$ cat src/rtl/instr_fetch_buf_if.sv
// Handshake bundle between the instruction writer / CPU fetch stage and the fetch buffer.
// The ovf flag exists only when INSTR_FETCH_BUF_OVF_EN is defined.
interface instr_fetch_buf_if #(
  parameter int AW = 3
);
  logic          instr_we;
  logic [7:0]    data_in;
  logic          flush;
  logic          fetch_rdy;
  logic          instr_valid;
  logic [7:0]    instr_out;
  logic          full;
  logic [AW:0]   count;
`ifdef INSTR_FETCH_BUF_OVF_EN
  logic          ovf;
`endif

  modport master (
    output instr_we, data_in, flush, fetch_rdy,
`ifdef INSTR_FETCH_BUF_OVF_EN
    input  ovf,
`endif
    input  instr_valid, instr_out, full, count
  );

  modport slave (
    input  instr_we, data_in, flush, fetch_rdy,
`ifdef INSTR_FETCH_BUF_OVF_EN
    output ovf,
`endif
    output instr_valid, instr_out, full, count
  );
endinterface

$ cat src/rtl/instr_fetch_buf.sv
// Show-ahead circular byte FIFO between the instruction writer and the CPU fetch stage.
// Optional sticky overflow flag enabled by defining INSTR_FETCH_BUF_OVF_EN.
module instr_fetch_buf #(
  parameter int DEPTH = 8,
  parameter int AW    = 3
) (
  input logic          clk,
  input logic          rst,
  instr_fetch_buf_if.slave bus
);

  localparam logic [AW:0] FULL_CNT = (AW+1)'(DEPTH);

  logic [7:0]    mem [DEPTH];
  logic [AW-1:0] wp;
  logic [AW-1:0] rp;
  logic [AW:0]   cnt;
  logic          valid;
  logic          is_full;
  logic          pop;
  logic          push;

  assign valid   = (cnt != '0);
  assign is_full = (cnt == FULL_CNT);
  assign pop     = valid && bus.fetch_rdy;
  // A pop frees the slot the same cycle, so a write at full is still accepted.
  assign push    = bus.instr_we && (!is_full || pop);

  always_ff @(posedge clk) begin
    if (rst || bus.flush) begin
      wp  <= '0;
      rp  <= '0;
      cnt <= '0;
    end else begin
      if (push) wp <= wp + 1'b1;
      if (pop)  rp <= rp + 1'b1;
      if (push && !pop)
        cnt <= cnt + 1'b1;
      else if (pop && !push)
        cnt <= cnt - 1'b1;
    end
  end

  // Storage is data only: no reset, writes simply suppressed when control discards them.
  always_ff @(posedge clk) begin
    if (push && !bus.flush && !rst)
      mem[wp] <= bus.data_in;
  end

`ifdef INSTR_FETCH_BUF_OVF_EN
  logic ovf_q;

  always_ff @(posedge clk) begin
    if (rst || bus.flush)
      ovf_q <= 1'b0;
    else if (bus.instr_we && is_full && !pop)
      ovf_q <= 1'b1;
  end

  assign bus.ovf = ovf_q;
`endif

  assign bus.instr_valid = valid;
  assign bus.full        = is_full;
  assign bus.count       = cnt;
  assign bus.instr_out   = valid ? mem[rp] : 8'h00;

endmodule

$ cat src/flat_wrapper.sv
// flat-port wrapper written by rule: the top's interface ports become plain ports
module instr_fetch_buf_flat 
#(
  parameter int DEPTH = 8,
  parameter int AW    = 3
)
  (clk, rst, bus_instr_we, bus_data_in, bus_flush, bus_fetch_rdy, bus_instr_valid, bus_instr_out, bus_full, bus_count);
  instr_fetch_buf_if #(.AW(AW)) bus_i ();
  input logic clk;
  input logic rst;
  input wire logic [$bits(bus_i.instr_we)-1:0] bus_instr_we;
  input wire logic [$bits(bus_i.data_in)-1:0] bus_data_in;
  input wire logic [$bits(bus_i.flush)-1:0] bus_flush;
  input wire logic [$bits(bus_i.fetch_rdy)-1:0] bus_fetch_rdy;
  output wire logic [$bits(bus_i.instr_valid)-1:0] bus_instr_valid;
  output wire logic [$bits(bus_i.instr_out)-1:0] bus_instr_out;
  output wire logic [$bits(bus_i.full)-1:0] bus_full;
  output wire logic [$bits(bus_i.count)-1:0] bus_count;
  assign bus_i.instr_we = bus_instr_we;
  assign bus_i.data_in = bus_data_in;
  assign bus_i.flush = bus_flush;
  assign bus_i.fetch_rdy = bus_fetch_rdy;
  assign bus_instr_valid = bus_i.instr_valid;
  assign bus_instr_out = bus_i.instr_out;
  assign bus_full = bus_i.full;
  assign bus_count = bus_i.count;
  instr_fetch_buf #(.DEPTH(DEPTH), .AW(AW)) u_core (.clk(clk), .rst(rst), .bus(bus_i));
endmodule
$ cat config.mk
export PLATFORM = sky130hd
export DESIGN_NAME = instr_fetch_buf_flat
export DESIGN_NICKNAME = d
export VERILOG_FILES = /design/src/rtl/instr_fetch_buf_if.sv /design/src/rtl/instr_fetch_buf.sv /design/src/flat_wrapper.sv
export SDC_FILE = /design/constraint.sdc
export NUM_CORES = 1
export LEC_CHECK = 0
export CORE_UTILIZATION = 57
export DETAILED_ROUTE_END_ITERATION = 16
export GPL_TIMING_DRIVEN = 0
export PLACE_DENSITY_LB_ADDON = 0.15
export SETUP_SLACK_MARGIN = 0.2
export SLEW_MARGIN = 40
export SYNTH_ARGS = -nofsm -noshare
export SYNTH_HDL_FRONTEND = slang
export SYNTH_SLANG_ARGS = --single-unit
$ cat constraint.sdc
create_clock -name clk -period 2.7 [get_ports clk]
set_input_delay 0.54 -clock clk [delete_from_list [all_inputs] [get_ports clk]]
set_output_delay 0.54 -clock clk [all_outputs]
set_load 0.005 [all_outputs]
Word level (Yosys, flattened, before mapping). Memories as Yosys holds them, arrays and structs flattened. A register that Yosys moved wholly into a read port is not among the register bits. Index checks and enable logic that the tools add are counted.

Add/subtract/negate cells: 4. Equality and inequality tests: 1. Multiplexer cells: 7. Reduce and logical (&&, ||, !) cells: 15.

Operator list (count): 4-bit 2-to-1 mux (2); 8-bit 2-to-1 mux (1); 3-bit by 1-bit adder with 3-bit output (second input constant) (2); 1-bit logical AND (6); 3-bit 2-to-1 mux (2); 1-bit logical NOT (5); 4-bit by 1-bit adder with 4-bit output (second input constant) (1); 4-bit equality test (second input constant) (1); 4-bit nonzero test (1); 4-bit by 1-bit subtractor with 4-bit output (second input constant) (1); 1-bit logical OR (2); 1-bit 2-to-1 mux (2); 2-bit nonzero test (1).

Register bits after elaboration: 10. Memory bits (writable): 64. Bits of input ports: 13. Output and inout bits: 14. Logic and storage cells: 31. Memories kept: 1.

Memory list: u_core.mem (words 8, bits a word 8, rd ports 1, clocked after memory_dff 1, wr ports 1, RTL line instr_fetch_buf.sv:14) `logic [7:0] mem [DEPTH];`.

Depth between registers and ports, before layout. Gate-level depths: netlist of the first run.

Depth after elaboration: 8. Mapped depth: 10. Gate-level depth less buffers: 10.

Worst setup path before layout of the first run. Ideal clock, no wire load.

Kind: reg-to-reg. Start point: register u_core.cnt[0], in the netlist u_core.bus.count[0]. End point: register u_core.cnt[3], in the netlist u_core.bus.count[3]. Setup time: 127 ps. Data arrival time: 2296 ps. Data required time: 2573 ps. Slack: 277 ps. Cell stages (with the launch flop): 11. Path buffers: 0. Cell sequence: dfxtp_1 > or4b_4 > o21ai_4 > inv_4 > ha_1 > inv_1 > ha_1 > a21oi_1 > a211oi_1 > o21ai_0 > o31ai_1.

Longest elaborated chain between the ends: 7. Elaborated cells on any way between the ends: 15. Classes of those cells: 2 x add/sub; 1 x eq/ne; 2 x mux; 10 x reduce/logical.

Ends and longest elaborated chain: start, declared (RTL line instr_fetch_buf.sv:17) `logic [AW:0] cnt;`; start signal, assigned (RTL line instr_fetch_buf.sv:38) `cnt <= cnt + 1'b1;`; start signal, assigned (RTL line instr_fetch_buf.sv:40) `cnt <= cnt - 1'b1;`; parallel branches: the longest is 7 deep, another holds 4-bit by 1-bit subtractor with 4-bit output.

Several ways; the timed one is not identified. The select of a mux whose other input is x is not followed. A chain may end at the register's enable or synchronous reset.

Worst setup path in the final report of the first run. Ends and elaborated chain as after synthesis.

==> results of run 1 <==
## routing by layer
metal | up-vias | track usage | share of wire | wire length [microns]
met5 | - | 0 | 0 | 0
met4 | 0 | 0.129 | 0.015 | 91
met3 | 6 | 0.0395 | 0.049 | 290
met2 | 62 | 0.369 | 0.55 | 3220
met1 | 884 | 0.268 | 0.39 | 2280
li1 | 805 | - | - | -
## placed cells by master, fill, tap and decap left out, types with 2 or more instances in the layout
cell and count:
buf_12 2, nor2_2 4, dfxtp_1 9, dlygate4sd2_1 2
a21oi_1 3, mux4_2 16, buf_2 6, buf_4 5
buf_6 4, clkbuf_1 4, ha_1 5, nand3_1 3
nand2_1 6, clkbuf_2 3, nand2b_1 2, bufinv_16 3
inv_2 2, clkdlybuf4s50_1 18, nor2_1 20, mux2i_1 8
edfxtp_1 64, nor4_2 3, xor2_1 4, clkbuf_8 9
clkdlybuf4s15_1 3, dfxtp_2 4
## layout make-up
cell class	instances	area [sq um]	area share
Timing Repair Buffer	42	392	0.0998
Multi-Input combinational cell	91	933	0.238
Inverter	4	17.5	0.00446
Clock inverter	6	111	0.0284
Clock buffer	10	128	0.0325
Tap cell	70	87.6	0.0223
Buffer	8	68.8	0.0175
Sequential cell	77	2190	0.557
## worst max path at each step
stage	start	endpoint	cells past startpoint
2_1_floorplan	u_core.bus.count[0]	u_core.bus.count[3]	10
3_3_place_gp	bus_flush	u_core.mem[4][6]	4
3_5_place_dp	bus_fetch_rdy	u_core.bus.count[3]	10
4_1_cts	flop	bus_instr_out[4]	7
5_1_grt	u_core.bus.count[0]	u_core.bus.count[3]	10
6_report	u_core.bus.count[0]	u_core.bus.count[3]	10
## power breakdown
group	total (mW)	leakage (nW)	internal (mW)	switching [mW]
Clock	1.01	0.116	0.614	0.399
Combinational	0.372	0.524	0.206	0.166
Sequential	1.32	0.684	1.30	0.0224
## what timing repair did
| action | CTS | global route |
|---|---|---|
| pin swaps | 2 | 2 |
| gates resized for setup | 23 | 15 |
| gates cloned | 1 | 0 |
| endpoints found under the setup margin | 12 | 7 |
| hold buffers | 0 | 0 |
| buffers inserted | 8 | 1 |
## worst reg2reg max path: stages (launching register included)
cell      delay, ps
dfxtp_2         380
or4b_4          580
o21ai_4         170
inv_4            70
ha_1            210
inv_2           100
ha_1            280
a21oi_2         170
a211oi_1        100
o21ai_0         190
o31ai_1          90
## registers in the layout, summed over array words and instances, names as in the netlist, named ones only
signal / cells
u_core.rp: 3
u_core.bus.count: 4
u_core.mem: 64
u_core.wp: 3
## through the flow
| step | power [mW] | worst slack (ps) | std cells |
|---|---|---|---|
| finish | 2.71 | 267 | 308 |
| global route | 2.80 | 158 | 308 |
| CTS | 2.71 | 165 | 307 |
| detailed placement | 1.67 | -113 | 282 |
| global placement | 1.65 | -644 | 276 |
| floorplan | 1.52 | 277 | 180 |
## Yosys cell counts, drive strengths merged
cell type  instances
ha                 5
o21ai              2
a211oi             1
fa                 1
a21oi              4
or4b               1
dfxtp             13
xnor2              2
nor4               4
nand3              4
o31ai              1
or4                1
and3               1
clkbuf             3
inv                4
nand2              6
mux4              16
o211ai             1
edfxtp            64
nor3               1
nor2              24
nand2b             2
mux2i              9
buf                5
or2                1
xor2               4
## cells by family after synthesis
group	Yosys count	synth area share
muxes	25	0.144
buffers and inverters	12	0.0172
AOI/OAI and AO/OA	9	0.0204
xor gates and xnor gates	6	0.0192
DFF	77	0.699
adders and majority gates	6	0.0265
and+or+nand+nor	45	0.0733
==> flow_metrics.tcl, run 1 <==
set metrics [dict create \
    ys_ff_latch 77 \
    fp.dieArea_sq_mm 0.00578 \
    critPathArrivalTime_ps 2650 \
    nFillCells 325 \
    cts.path.max_buffers 2 \
    firstDrtPassIters 4 \
    ff2ff_path_depth 10 \
    crit_slowest_cell "or4b_4" \
    synth_top_area_cell "edfxtp_1" \
    crit_top_cell "ha_1" \
    critPathTopFamily "compound AO/OA/AOI/OAI gates" \
    overflow 0 \
    r2r-start "u_core.bus.count[0]" \
    worstPathRequired_ps 2920 \
    whs_ps 495 \
    initialDrtViolationCount 153 \
    drv_cap 0 \
    via_per_inst 5.70 \
    path_cells "or4b_4 -> o21ai_4 -> inv_4 -> ha_1 -> inv_2 -> ha_1 -> a21oi_2 -> a211oi_1 -> o21ai_0 -> o31ai_1" \
    antenna_found_initial 0 \
    initial_core_util 0.600 \
    power_density_mw_per_mm2 690 \
    io_pins 27 \
    netlist_instances 180 \
    max_stage_delay_ps 580 \
    synth_seq_area_share 0.699 \
    setup_viol_count_final 0 \
    placedInstanceArea_sq_mm 0.00353 \
    clock_latency_ps 340 \
    post-route-util 0.754 \
    drc 0 \
    antenna_left 0 \
    cp-end-kind "flop" \
    syn_area_per_cell_sq_um 17.3 \
    maxSlewViolCount 0 \
    drive_gt1_frac 0.319 \
    dr_total_vias 1757 \
    area_growth_pct 25.7 \
    cts_root_buf "clkbuf_8" \
    die_w_microns 76.0 \
    design_area_sq_mm 0.00393 \
    ctsHtreeMaxLevel 3 \
    grt_max_degree 14 \
    r2r_slack_ps 270 \
    rows 26 \
    clkTransAtPathRegs_ps 80 \
    cts_tree "yes" \
    worst-path-max-fanout 6 \
    final_nets 252 \
    grt_pass1_vias 1794 \
    dp_hpwl_microns 3770 \
    post-route-period-util 0.901 \
    drt_wl_total_microns 5880 \
    hold_viol 0 \
    antenna_cells 0 \
    worstHoldPathType "reg2reg" \
    synthTopCellsByArea "edfxtp_1 (62%), mux4_2 (12%), dfxtp_1 (8.3%)" \
    finalClockSkew_ps 9.69 \
    leakagePower_nw 1.32 \
    cts_num_sinks 77 \
    finalSetupTns_ps 0 \
    syn_nets 199 \
    cts_made_buffers 9 \
    worstReg2RegEnd "u_core.bus.count[3]" \
    yosysTopAreaCellShare 0.616 \
    relSlewSlack 0.498 \
    wl_per_cell_microns 19.1 \
    grt_pass1_wl_microns 9100 \
    worstHoldStart "u_core.rp[1]" \
    synth.yosys.warnings 0 \
    worst_pin_slew_ps 753 \
    ir_worst_vdd_mv 0.546 \
    critical_path_class "reg2reg" \
    worstHoldPathCells 2 \
    outcome "completed" \
    period_needed_ps 2430 \
    rsz0062_at_grt "yes" \
    fmaxAchievable_mhz 411 \
    dieHeight_microns 76.0 \
    grtUsageTotal 0.220 \
    synth_area_sq_mm 0.00312 \
    worst-path-buf-inv 2 \
    globalplace.congestion 0.737 \
    cp-start-kind "flop" \
    port_buffers 26 \
    synth.distinct_cells 34 \
    core-area_sq_mm 0.00520 \
]
Power figures use the tool's default switching activity.
==> inputs of run 2 (changes only) <==
- CTS_CLUSTER_DIAMETER: default -> 150
- GPL_TIMING_DRIVEN: 0 -> default
==> flow_metrics.tcl, run 2 (synthesized netlist as in run 1, its figures left out) <==
set metrics [dict create \
    power_density_mw_per_mm2 663 \
    finalClockSkew_ps 8.25 \
    clock_latency_ps 340 \
    path_cells "or4b_4 -> o21ai_4 -> inv_4 -> ha_1 -> inv_1 -> buf_4 -> ha_1 -> nand3_1 -> a211oi_2 -> o21ai_0 -> o31ai_1" \
    mostFrequentLayoutCell "edfxtp_1" \
    routed-wl-met3_microns 281 \
    worstPathRequired_ps 2930 \
    ir_worst_vdd_mv 0.388 \
    overflow 0 \
    power_frac_clock 0.353 \
    drive_gt1_frac 0.292 \
    cts_root_buf "clkbuf_8" \
    finalWorstSetupSlack_ps 241 \
    post-route-period-util 0.911 \
    rows 26 \
    critPathArrivalTime_ps 2680 \
    maxSlewViolCount 0 \
    fmaxAchievable_mhz 407 \
    cts.path.max_buffers 2 \
    grt_max_degree 17 \
    firstDrtPassIters 4 \
    cts_made_buffers 9 \
    design_area_sq_mm 0.00392 \
    dp_hpwl_microns 3780 \
    initialDrtViolationCount 173 \
    dieHeight_microns 76.0 \
    io_pins 27 \
    core-area_sq_mm 0.00520 \
    grtUsageTotal 0.234 \
    seqPwrFrac 0.508 \
    setup_viol_count_final 0 \
    dp_cells 284 \
    crit_top_cell "ha_1" \
    final_cell_mix "edfxtp_1 (64), nor2_1 (24), buf_4 (24)" \
    antenna_found_initial 0 \
    drt_wl_total_microns 6080 \
    final_nets 257 \
    power.switching_mw 0.565 \
    clkTransAtPathRegs_ps 70 \
    worst-path-buf-inv 3 \
    routed-wl-met2_microns 3240 \
    grt_pass1_wl_microns 9690 \
    wl_per_cell_microns 19.4 \
    cts_tree "yes" \
    routed.top_layer "met4" \
    drv_cap 0 \
    hold_viol 0 \
    place_ws_ps 39.4 \
    drc 0 \
    leakagePower_nw 1.35 \
    fin_cells 313 \
    worst_pin_slew_ps 532 \
    cts_num_sinks 77 \
    fp.dieArea_sq_mm 0.00578 \
    p_int_mw 2.04 \
    grt_pass1_vias 1819 \
    p_comb_frac 0.139 \
    antenna_left 0 \
    switching_share 0.217 \
    critPathTopFamily "simple AND/OR/NAND/NOR gates" \
    globalplace.congestion 0.771 \
    wl_met1_microns 2460 \
    area_growth_pct 25.7 \
    antenna_cells 0 \
    cp-start-kind "flop" \
    rsz0062_at_grt "yes" \
    worstHoldPathType "reg2reg" \
    top_register "u_core.mem" \
    die_w_microns 76.0 \
    port_buffers 26 \
    dr_total_vias 1753 \
    ctsHtreeMaxLevel 3 \
    max_stage_delay_ps 560 \
    outcome "completed" \
    via_per_inst 5.60 \
    period_needed_ps 2460 \
    placedInstanceArea_sq_mm 0.00357 \
    crit_slowest_cell "or4b_4" \
    cp-end-kind "flop" \
    relSlewSlack 0.645 \
    finalSetupTns_ps 0 \
    initial_core_util 0.600 \
    critical_path_class "reg2reg" \
    largest_reg_flops 64 \
    worst-path-max-fanout 6 \
]
[run 2: metrics by stage]
step	hold slack, ps	util	total power, mW
4_1_cts	513	0.741	2.59
3_5_place_dp	513	0.685	1.68
3_3_place_gp	481	0.685	1.67
2_1_floorplan	454	-	1.52
6_report	515	0.754	2.60
5_1_grt	551	0.754	2.69
[run 2: final cells by class]
class	count	area [sq um]
fill	315	1280
clock buffer	11	141
sequential	77	2190
multi-input combinational	91	895
clock inverter	5	73.8
tap	70	87.6
timing repair buffer	55	520
inverter	4	17.5
[run 2: path summary, 6_finish.rpt]
check                      start                  end  slack, ps  depth (start not counted)
max          u_core.bus.count[1]  u_core.bus.count[3]        240                         11
min                 u_core.rp[1]         u_core.rp[1]        520                          2
max reg2reg  u_core.bus.count[1]  u_core.bus.count[3]        240                         11
min reg2reg         u_core.rp[1]         u_core.rp[1]        520                          2
[run 2: worst register-to-register path, delay by kind of cell (launching register included)]
| family | cells | cell delay (ps) |
|---|---|---|
| flip-flops | 1 | 370 |
| AND/OR/NAND/NOR | 2 | 680 |
| adder cells (fa/ha/maj) | 2 | 430 |
| AO/OA/AOI/OAI | 4 | 550 |
| buffers and inverters | 3 | 310 |
[run 2: per-layer routing]
layer  vias to the layer above  global-route usage
met5                         -                   0
met4                         0               0.110
met3                        12              0.0647
met2                        59               0.387
met1                       865               0.287
li1                        817                   -
[run 2: what timing repair did]
item / 4_1_cts / 5_1_grt
gates cloned: 1 / 0
endpoints found under the hold margin: 0 / 0
pin swaps: 1 / 2
hold buffers: 0 / 0
resized for setup: 12 / 13
setup endpoints to repair: 9 / 9
buffers inserted: 7 / 5
[run 2: power groups by stage]
stage               Clock [mW]  Combinational (mW)  Sequential [mW]
floorplan                    0               0.169             1.35
global placement             0               0.327             1.34
detailed placement           0               0.336             1.35
CTS                      0.933               0.339             1.32
global route             0.979               0.389             1.32
finish                   0.919               0.361             1.32
